File: src/rtl/neuron_pkg.sv
// ---------------------------------------------------------------------------
// neuron_pkg
// Shared types and width helpers for the neuron family. The hidden-neuron,
// output-neuron and backprop blocks all use these.
//   neuron_state_e : pass sequencing states (IDLE/ACCUM/LOSS/DONE)
//   acc_w()        : signed accumulator width for N MACs of unsigned x by signed w
//   loss_w()       : unsigned width of the squared (acc - target) difference
// ---------------------------------------------------------------------------
package neuron_pkg;

    typedef enum logic [1:0] {
        ST_IDLE  = 2'd0,
        ST_ACCUM = 2'd1,
        ST_LOSS  = 2'd2,
        ST_DONE  = 2'd3
    } neuron_state_e;

    // {1'b0,x} * w needs x_w+1+w_w-1+1 bits; summing n of them adds clog2(n).
    function automatic int acc_w(input int x_w, input int w_w, input int n);
        return x_w + w_w + 1 + $clog2(n);
    endfunction

    // diff is one bit wider than acc; squaring doubles the width.
    function automatic int loss_w(input int a_w);
        return 2 * (a_w + 1);
    endfunction

endpackage

File: src/rtl/output_neuron_seq_if.sv
// ---------------------------------------------------------------------------
// output_neuron_seq_if
// Bundles the control, input-stream and result-stream signals of the
// sequential output neuron. Signal suffixes are from the neuron's viewpoint.
//   slave  : the neuron itself
//   master : the controller feeding pairs and consuming results
// ---------------------------------------------------------------------------
interface output_neuron_seq_if
    import neuron_pkg::*;
#(
    parameter int N_IN = 8,
    parameter int X_W  = 10,
    parameter int W_W  = 8,
    parameter int T_W  = 4
);
    localparam int ACC_W  = acc_w(X_W, W_W, N_IN);
    localparam int LOSS_W = loss_w(ACC_W);

    logic                       start_i;
    logic [T_W-1:0]             target_i;
    logic                       busy_o;
    logic                       in_valid_i;
    logic                       in_ready_o;
    logic [X_W-1:0]             x_i;
    logic [W_W-1:0]             w_i;
    logic                       out_valid_o;
    logic                       out_ready_i;
    logic [ACC_W-1:0]           final_o;
    logic [LOSS_W-1:0]          loss_o;
    logic                       zero_end_o;
    logic [N_IN*W_W-1:0]        weights_o;

    modport slave (
        input  start_i, target_i, in_valid_i, x_i, w_i, out_ready_i,
        output busy_o, in_ready_o, out_valid_o, final_o, loss_o, zero_end_o, weights_o
    );

    modport master (
        output start_i, target_i, in_valid_i, x_i, w_i, out_ready_i,
        input  busy_o, in_ready_o, out_valid_o, final_o, loss_o, zero_end_o, weights_o
    );

endinterface

File: src/rtl/neuron_loss_sq.sv
// ---------------------------------------------------------------------------
// neuron_loss_sq
// Combinational (acc - target)^2. Also used by the backprop gradient path.
//   i_acc : signed accumulator value (ACC_W)
//   i_tgt : unsigned target, zero-extended (T_W)
//   o_sq  : unsigned square of the difference (LOSS_W), full precision
// ---------------------------------------------------------------------------
module neuron_loss_sq
    import neuron_pkg::*;
#(
    parameter int ACC_W = 22,
    parameter int T_W   = 4
)
(
    input  logic [ACC_W-1:0]           i_acc,
    input  logic [T_W-1:0]             i_tgt,
    output logic [loss_w(ACC_W)-1:0]   o_sq
);
    localparam int LOSS_W = loss_w(ACC_W);

    logic signed [ACC_W:0]    w_acc_ext;
    logic signed [ACC_W:0]    w_tgt_ext;
    logic signed [ACC_W:0]    w_diff;
    logic signed [LOSS_W-1:0] w_diff_wide;
    logic signed [LOSS_W-1:0] w_sq;

    assign w_acc_ext   = $signed({i_acc[ACC_W-1], i_acc});
    assign w_tgt_ext   = $signed({{(ACC_W+1-T_W){1'b0}}, i_tgt});
    assign w_diff      = w_acc_ext - w_tgt_ext;
    // Widen before multiplying so the product is evaluated at full width.
    assign w_diff_wide = LOSS_W'(w_diff);
    assign w_sq        = w_diff_wide * w_diff_wide;
    assign o_sq        = w_sq;

endmodule

File: src/rtl/output_neuron_seq.sv
// ---------------------------------------------------------------------------
// output_neuron_seq
// Time-multiplexed output neuron: one signed MAC per accepted (x,w) pair over
// N_IN pairs using a single multiplier, then squared-error loss against the
// latched target. Results are held in DONE until the consumer accepts them.
//   clk_i, rst_i : clock, synchronous active-high reset
//   bus (slave)  : start/target/busy control, x/w input stream with
//                  in_valid/in_ready, result stream with out_valid/out_ready
//                  carrying final, loss, zero_end and the pass weights
//
// state    | meaning
// ---------+---------------------------------------------------------------
// ST_IDLE  | waiting for start_i
// ST_ACCUM | accepting N_IN (x,w) pairs, one MAC per handshake
// ST_LOSS  | one cycle: register final sum, zero flag and loss
// ST_DONE  | results valid; accept returns to IDLE, accept+start restarts
// ---------------------------------------------------------------------------
module output_neuron_seq
    import neuron_pkg::*;
#(
    parameter int N_IN = 8,
    parameter int X_W  = 10,
    parameter int W_W  = 8,
    parameter int T_W  = 4
)
(
    input  logic              clk_i,
    input  logic              rst_i,
    output_neuron_seq_if.slave bus
);
    localparam int ACC_W  = acc_w(X_W, W_W, N_IN);
    localparam int LOSS_W = loss_w(ACC_W);
    localparam int CNT_W  = $clog2(N_IN);

    neuron_state_e            r_state;
    neuron_state_e            w_state_nxt;
    logic [CNT_W-1:0]         r_cnt;
    logic signed [ACC_W-1:0]  r_acc;
    logic [T_W-1:0]           r_tgt;
    logic [ACC_W-1:0]         r_final;
    logic [LOSS_W-1:0]        r_loss;
    logic                     r_zero_end;
    logic [N_IN*W_W-1:0]      r_weights;

    logic                     w_in_ready;
    logic                     w_hs;
    logic                     w_last;
    logic                     w_load;
    logic signed [ACC_W-1:0]  w_x_ext;
    logic signed [ACC_W-1:0]  w_w_ext;
    logic signed [ACC_W-1:0]  w_prod;
    logic                     w_zero;
    logic [LOSS_W-1:0]        w_sq;

    assign w_in_ready = (r_state == ST_ACCUM);
    assign w_hs       = bus.in_valid_i && w_in_ready;
    assign w_last     = (r_cnt == CNT_W'(N_IN - 1));

    // x is unsigned, so prefix a zero before treating it as signed.
    assign w_x_ext = ACC_W'($signed({1'b0, bus.x_i}));
    assign w_w_ext = ACC_W'($signed(bus.w_i));
    assign w_prod  = w_x_ext * w_w_ext;

    assign w_zero  = (r_acc == '0) && (r_tgt == '0);

    neuron_loss_sq #(
        .ACC_W (ACC_W),
        .T_W   (T_W)
    ) u_loss_sq (
        .i_acc (r_acc),
        .i_tgt (r_tgt),
        .o_sq  (w_sq)
    );

    always_ff @(posedge clk_i) begin
        if (rst_i) begin
            r_state <= ST_IDLE;
        end else begin
            r_state <= w_state_nxt;
        end
    end

    always_comb begin
        w_state_nxt = r_state;
        w_load      = 1'b0;
        case (r_state)
            ST_IDLE: begin
                if (bus.start_i) begin
                    w_state_nxt = ST_ACCUM;
                    w_load      = 1'b1;
                end
            end
            ST_ACCUM: begin
                if (w_hs && w_last) begin
                    w_state_nxt = ST_LOSS;
                end
            end
            ST_LOSS: begin
                w_state_nxt = ST_DONE;
            end
            ST_DONE: begin
                if (bus.out_ready_i) begin
                    if (bus.start_i) begin
                        w_state_nxt = ST_ACCUM;
                        w_load      = 1'b1;
                    end else begin
                        w_state_nxt = ST_IDLE;
                    end
                end
            end
            default: begin
                w_state_nxt = ST_IDLE;
            end
        endcase
    end

    always_ff @(posedge clk_i) begin
        if (rst_i) begin
            r_cnt      <= '0;
            r_acc      <= '0;
            r_tgt      <= '0;
            r_final    <= '0;
            r_loss     <= '0;
            r_zero_end <= 1'b0;
            r_weights  <= '0;
        end else begin
            if (w_load) begin
                r_acc <= '0;
                r_cnt <= '0;
                r_tgt <= bus.target_i;
            end else if (w_hs) begin
                r_acc                        <= r_acc + w_prod;
                r_cnt                        <= r_cnt + CNT_W'(1);
                r_weights[r_cnt*W_W +: W_W]  <= bus.w_i;
            end
            if (r_state == ST_LOSS) begin
                r_final    <= r_acc;
                r_zero_end <= w_zero;
                r_loss     <= w_zero ? '0 : w_sq;
            end
        end
    end

    assign bus.busy_o      = (r_state != ST_IDLE);
    assign bus.in_ready_o  = w_in_ready;
    assign bus.out_valid_o = (r_state == ST_DONE);
    assign bus.final_o     = r_final;
    assign bus.loss_o      = r_loss;
    assign bus.zero_end_o  = r_zero_end;
    assign bus.weights_o   = r_weights;

endmodule

File: src/flat_wrapper.sv
// flat-port wrapper written by rule: the top's interface ports become plain ports
module output_neuron_seq_flat import neuron_pkg::*;
#(
    parameter int N_IN = 8,
    parameter int X_W  = 10,
    parameter int W_W  = 8,
    parameter int T_W  = 4
)
  (clk_i, rst_i, bus_start_i, bus_target_i, bus_in_valid_i, bus_x_i, bus_w_i, bus_out_ready_i, bus_busy_o, bus_in_ready_o, bus_out_valid_o, bus_final_o, bus_loss_o, bus_zero_end_o, bus_weights_o);
  output_neuron_seq_if #(.N_IN(N_IN), .X_W(X_W), .W_W(W_W), .T_W(T_W)) bus_i ();
  input  logic clk_i;
  input  logic rst_i;
  input wire logic [$bits(bus_i.start_i)-1:0] bus_start_i;
  input wire logic [$bits(bus_i.target_i)-1:0] bus_target_i;
  input wire logic [$bits(bus_i.in_valid_i)-1:0] bus_in_valid_i;
  input wire logic [$bits(bus_i.x_i)-1:0] bus_x_i;
  input wire logic [$bits(bus_i.w_i)-1:0] bus_w_i;
  input wire logic [$bits(bus_i.out_ready_i)-1:0] bus_out_ready_i;
  output wire logic [$bits(bus_i.busy_o)-1:0] bus_busy_o;
  output wire logic [$bits(bus_i.in_ready_o)-1:0] bus_in_ready_o;
  output wire logic [$bits(bus_i.out_valid_o)-1:0] bus_out_valid_o;
  output wire logic [$bits(bus_i.final_o)-1:0] bus_final_o;
  output wire logic [$bits(bus_i.loss_o)-1:0] bus_loss_o;
  output wire logic [$bits(bus_i.zero_end_o)-1:0] bus_zero_end_o;
  output wire logic [$bits(bus_i.weights_o)-1:0] bus_weights_o;
  assign bus_i.start_i = bus_start_i;
  assign bus_i.target_i = bus_target_i;
  assign bus_i.in_valid_i = bus_in_valid_i;
  assign bus_i.x_i = bus_x_i;
  assign bus_i.w_i = bus_w_i;
  assign bus_i.out_ready_i = bus_out_ready_i;
  assign bus_busy_o = bus_i.busy_o;
  assign bus_in_ready_o = bus_i.in_ready_o;
  assign bus_out_valid_o = bus_i.out_valid_o;
  assign bus_final_o = bus_i.final_o;
  assign bus_loss_o = bus_i.loss_o;
  assign bus_zero_end_o = bus_i.zero_end_o;
  assign bus_weights_o = bus_i.weights_o;
  output_neuron_seq #(.N_IN(N_IN), .X_W(X_W), .W_W(W_W), .T_W(T_W)) u_core (.clk_i(clk_i), .rst_i(rst_i), .bus(bus_i));
endmodule
File: config.mk
export PLATFORM = sky130hd
export DESIGN_NAME = output_neuron_seq_flat
export DESIGN_NICKNAME = d
export VERILOG_FILES = /design/src/rtl/neuron_pkg.sv /design/src/rtl/output_neuron_seq_if.sv /design/src/rtl/neuron_loss_sq.sv /design/src/rtl/output_neuron_seq.sv /design/src/flat_wrapper.sv
export SDC_FILE = /design/constraint.sdc
export NUM_CORES = 2
export LEC_CHECK = 0
export ABC_CLOCK_PERIOD_IN_PS = 24200
export CAP_MARGIN = 10
export CELL_PAD_IN_SITES_DETAIL_PLACEMENT = 0
export CELL_PAD_IN_SITES_GLOBAL_PLACEMENT = 1
export CORE_MARGIN = 2
export CORE_UTILIZATION = 55
export DETAILED_ROUTE_END_ITERATION = 6
export DONT_BUFFER_PORTS = 1
export PLACE_DENSITY = 0.85
export SLEW_MARGIN = 30
export SYNTH_ARGS = -nofsm -noshare
export SYNTH_HDL_FRONTEND = slang
export SYNTH_SLANG_ARGS = --single-unit
export TNS_END_PERCENT = 30
File: constraint.sdc
create_clock -name clk_i -period 24.2 [get_ports clk_i]
set_clock_uncertainty 0.05 [all_clocks]
set_input_delay 4.84 -clock clk_i [delete_from_list [all_inputs] [get_ports clk_i]]
set_output_delay 4.84 -clock clk_i [all_outputs]
set_load 0.01 [all_outputs]
; Yosys cells after proc, flatten, opt, wreduce, memory -nomap -nowiden
; Cells that the tools add are included.
[classes]
n_reduce_logical = 10
n_eq_ne = 7
n_lt_le_gt_ge = 0
n_mul = 2
shift = 2
div = 0
n_mux = 10
add_sub_neg = 4
n_bitwise = 1
[ops]
columns = cell, count
row1 = 64-bit bitwise mux, 1
row2 = "8-bit by 34-bit variable shift with 64-bit output, first input constant", 1
row3 = 8-bit by 34-bit indexed part select with 64-bit output, 1
row4 = 23-bit by 23-bit multiplier with 46-bit output, 1
row5 = 46-bit two-way mux, 1
row6 = 6-bit negation with 34-bit output, 1
row7 = 22-bit by 5-bit subtractor with 23-bit output, 1
row8 = 22-bit by 19-bit adder with 22-bit output, 1
row9 = 22-bit zero test, 1
row10 = 11-bit by 8-bit multiplier with 19-bit output, 1
row11 = 2-bit one-hot mux with 4 select lines, 1
row12 = 2-bit two-way mux, 3
row13 = "2-bit != test, second input constant", 3
row14 = "2-bit equality test, second input constant", 2
row15 = 4-bit zero test, 1
row16 = "3-bit by 1-bit adder with 3-bit output, second input constant", 1
row17 = "3-bit equality test, second input constant", 1
row18 = 1-bit logical AND, 3
row19 = 1-bit two-way mux, 3
row20 = 3-bit AND reduction, 1
row21 = "2-bit by 1-bit equality test with 1-bit output, second input constant", 1
row22 = 2-bit zero test, 1
row23 = 1-bit one-hot mux with 2 select lines, 1
row24 = 2-bit AND reduction, 1
row25 = other kinds (3), 3
[word_totals]
out_inout_bits = 136
elab_cells = 44
rom_bits = 0
n_memories = 0
input_bits = 27
latchBits = 0
reg_bits = 164
ram_bits = 0

; Longest topological paths before layout
[depth]
ltp_word = 5
ltp_mapped = 38
depth_no_buf = 37

; Hierarchy
; From an unflattened synthesis, not the netlist that was laid out.
[unflattened]
hier_cells = 3094
hier_area_um2 = 27761.6
[by_module_without_submodules]
columns = module, cells_per_inst, n_inst, area_each_um2, seq_area_each_um2
row1 = neuron_loss_sq, 1973, 1, 18132.4, 0.0
row2 = output_neuron_seq, 1121, 1, 9629.2, 3283.1

; Worst setup path after synthesis
; OpenSTA, ideal clock, no wires.
[synth_timing]
path_kind = input -> register
from = input port bus_w_i[0]
to = register u_core.r_acc[21]
arrival_time_ns = 9.639
n_path_buf = 2
setup_slack_ns = 14.383
path_stages = 19
cell_sequence = clkbuf_1 > clkbuf_1 > nand2_1 > fa_1 > inv_1 > fa_1 > fa_1 > fa_1 > fa_1 > ha_1 > nand3_1 > o211ai_1 > o21a_1 > o21a_1 > o41ai_1 > o21ai_0 > o311ai_0 > xor2_1 > nor2_1
[synth_via]
elab_chain_cells = 2
[synth_lines]
columns = element, line
row1 = start: declaration, flat_wrapper.sv:17  ; input wire logic [$bits(bus_i.w_i)-1:0] bus_w_i;
row2 = 11-bit by 8-bit multiplier with 19-bit output, output_neuron_seq.sv:62  ; assign w_prod = w_x_ext * w_w_ext;
row3 = 22-bit by 19-bit adder with 22-bit output, output_neuron_seq.sv:132  ; r_acc <= r_acc + w_prod;
row4 = end signal: assignment, output_neuron_seq.sv:132
row5 = end: declaration, output_neuron_seq.sv:38  ; logic signed [ACC_W-1:0] r_acc;
; No other way between the ends.
; A chain may end at the register's enable or synchronous reset.

; Worst setup path in the final report
[layout_timing]
from = register u_core.r_acc[0]
to = register u_core.r_loss[38], in the netlist u_core.bus.loss_o[38]
[layout_via]
elab_chain_cells = 3
elab_cells_between_ends = 5
[layout_lines]
columns = element, line
row1 = 22-bit by 5-bit subtractor with 23-bit output / 22-bit zero test (equally long branches), "neuron_loss_sq.sv:29, output_neuron_seq.sv:64"
row2 = 23-bit by 23-bit multiplier with 46-bit output / 1-bit logical AND (equally long branches), "neuron_loss_sq.sv:32, output_neuron_seq.sv:64"
row3 = 46-bit two-way mux (*), output_neuron_seq.sv:139  ; r_loss <= w_zero ? '0 : w_sq;
row4 = end signal: assignment, output_neuron_seq.sv:139
row5 = end: declaration, output_neuron_seq.sv:41  ; logic [LOSS_W-1:0] r_loss;
; Mark *: on every way between the ends. The rest lies on a longest branch, timed or not.

==> impl_results.md <==
- Ys async rst share: 0
- Starting density of the core: 0.557
- I/O pin count: 163
- # DRC: 0
- CP Data Required Time: 24.54 ns
- Fmax: 0.0943 GHz
- First-pass GRT wire length: 115,000 µm
- Vias in the first global route: 21,200
- Crit-path max cell delay: 0.75 ns
- Synth Flop Type: dfxtp_1
- Routed wire length: 69,900 µm
- Root Driver: clkbuf_16
- Fin. Hold Viols: 0
- Routed vias: 19,300
- Post-DP HPWL: 56,400 µm
- IO buf count: 0
- Vias per cell: 5.32
- Worst hold path depth: 2
- Max Buffers Root-to-Sink: 2
- Row cnt: 81
- CP max stage cell: xor2_1
- Worst R2R Setup Slack: 13.60 ns
- Worst Hold Launch: u_core.r_acc[15]
- Path depth of the worst reg2reg path: 34
- ANT nets after route: 0
- CP endpoint kind: flip-flop
- Worst Hold End: u_core.r_acc[15]
- CTS buffer count: 17
- H-Tree Depth: 4
- Largest net degree at the start of global routing: 121
- Worst reg2reg path startpoint: u_core.r_acc[0]
- Post-synth EDFFs: 0
- Min-delay worst type: flip-flop to flip-flop
- Final period util: 0.438
- Final TNS setup: 0 ns
- Drt first-iter violations: 1,065
- Yosys reg bits: 163
- Finish-stage setup viols: 0
- Pin slew with the least headroom to its limit: 1.03 ns
- CP Class: flip-flop to flip-flop
- Worst Path Max Fanout: 14
- Synth Cell Area: 0.0273 mm²
- First-pass DRT Iterations: 5
- Post-CTS Hold Fix Bufs: 0
- Core area: 0.0490 mm²
- RePlAce Congestion: 0.980
- GR Util All Layers: 0.293
- Clk sinks: 163
- Slew headroom: 0.308
- Post-CTS Setup Inserts: 0
- Post-Syn Instances: 3,005
- Tightest hold margin: 0.453 ns
- Critical R2R Capture: u_core.bus.loss_o[38]
- Width of the die: 227 µm
- TritonCTS clock tree: done
- Final instance area: 0.0285 mm²
- Clk slew on worst S/H paths: 0.08 ns
- Initial antenna violation count: 0
- Yosys warning count: 0
- Synth-to-Final Area Change: 4.66%
- Nets@finish: 3,758
- Die area: 0.0514 mm²
- Unrepaired setup endpoints after global routing: false
- Total global routing overflow: 0
- Die H: 227 µm
- Syn Area/Cell: 9.08 µm²
- Seq/Total Area, Yosys: 0.120
- CP arrival: 10.94 ns
- CP Launch Type: flip-flop
- ANT cells: 0
- Post-CTS sizing: 0
- DP Area: 0.0279 mm²
- Max_cap viols: 0
- Worst-Skew Late Latency: 0.45 ns
- Proportion of layout cells with a drive suffix above 1: 0.0365
- Status: completed
- Pins over their slew limit: 0
- Avg WL per Cell: 19.3 µm
- CP delay by family, top: adder cells
- Synth unique cells: 83
- CP Buf/Inv Count: 8
- Min cycle time layout: 10.60 ns
[Yosys cell counts (4+ instances only)]
cell type / n / share of area
o21bai_1: 10 / 0.0028
o21a_1: 9 / 0.0025
nand2_1: 310 / 0.043
nor3_1: 17 / 0.0031
xor2_1: 35 / 0.011
nor2b_1: 4 / 0.00092
o22ai_1: 4 / 0.00092
xnor2_2: 4 / 0.0024
a31oi_1: 7 / 0.0016
nand3b_1: 4 / 0.0011
or2_2: 5 / 0.0011
a211oi_1: 8 / 0.0022
clkbuf_1: 77 / 0.011
inv_2: 5 / 0.00069
a21o_1: 21 / 0.0058
o21ai_1: 6 / 0.0011
nor2_1: 268 / 0.037
buf_1: 6 / 0.00083
and3_1: 5 / 0.0011
fa_1: 581 / 0.43
o21ai_0: 44 / 0.0081
xnor2_1: 58 / 0.019
and2_1: 52 / 0.012
mux2i_1: 65 / 0.024
inv_1: 755 / 0.10
ha_1: 202 / 0.093
nand3_1: 34 / 0.0062
buf_2: 13 / 0.0024
nand2b_1: 19 / 0.0044
nand4_1: 12 / 0.0028
nor4_1: 4 / 0.00092
dfxtp_1: 163 / 0.12
a22oi_1: 20 / 0.0055
a21oi_1: 101 / 0.019
or3_1: 5 / 0.0011
[worst max path at each step]
stage                               start                     to  cells past startpoint
after CTS                 u_core.r_acc[0]  u_core.bus.loss_o[38]                     34
after global routing      u_core.r_acc[0]  u_core.bus.loss_o[38]                     34
after floorplan                bus_w_i[0]       u_core.r_acc[21]                     19
after global placement    u_core.r_acc[0]  u_core.bus.loss_o[37]                     35
after detailed placement  u_core.r_acc[0]  u_core.bus.loss_o[38]                     34
final                     u_core.r_acc[0]  u_core.bus.loss_o[38]                     34
[worst min-delay path, delay by kind of cell (launching register included)]
family / cells / cell delay, ns
simple gates: 1 / 0.06
flops: 1 / 0.34
compound gates: 1 / 0.05
[per-stage QoR]
stage                util  std cells  setup slack (ns)
global placement    0.571       3593             13.93
global route        0.583       3625             13.10
detailed placement  0.571       3593             13.61
finish              0.583       3625             13.60
CTS                 0.583       3625             13.64
floorplan               -       3006             14.38
[cells by family (layout without fill, tap and decap cells)]
kind of cell	Yosys count	after routing	share of synthesized area
other	1	2	0.000137
buffers and inverters	864	819	0.121
AND/OR/NAND/NOR	759	759	0.121
flip-flops	163	163	0.120
AO/OA/AOI/OAI	273	273	0.0634
multiplexers	65	65	0.0239
XOR/XNOR	97	97	0.0323
adder cells (fa/ha/maj)	783	783	0.519
[metal layers]
metal | up-vias | routed length (µm) | track usage
met2 | 595 | 34200 | 0.497
li1 | 8844 | - | -
met4 | 0 | 2470 | 0.0930
met5 | - | 0 | 0
met1 | 9720 | 28100 | 0.376
met3 | 118 | 5170 | 0.0612
[layout by cell type, fill, tap and decap left out, types with 16 or more instances in the layout]
master | Yosys | layout
a21o_1 | 21 | 21
a21oi_1 | 101 | 100
a22oi_1 | 20 | 20
and2_1 | 52 | 52
buf_4 | 2 | 26
clkbuf_16 | 0 | 17
dfxtp_1 | 163 | 163
fa_1 | 581 | 581
ha_1 | 202 | 202
inv_1 | 755 | 755
mux2i_1 | 65 | 65
nand2_1 | 310 | 310
nand2b_1 | 19 | 19
nand3_1 | 34 | 34
nor2_1 | 268 | 266
nor3_1 | 17 | 16
o21ai_0 | 44 | 44
xnor2_1 | 58 | 52
xor2_1 | 35 | 35
[area by class of cell]
type	count	area [µm²]
multi-input combinational	1979	20800
clock buffer	17	425
sequential	163	3260
tap	664	831
clock inverter	15	174
timing repair buffer	26	195
inverter	761	2860
fill	4369	20400
[state kept, by name, summed over array words and instances (netlist names)]
signal / count
u_core.bus.final_o: 22
u_core.bus.loss_o: 45
u_core.bus.weights_o: 64
u_core.bus.zero_end_o: 1
u_core.r_acc: 22
u_core.r_cnt: 3
u_core.r_state: 2
u_core.r_tgt: 4
Power is left out: the tool's default activity adds up to more than one toggle a clock period on the data nets, which glitch-free logic cannot reach.
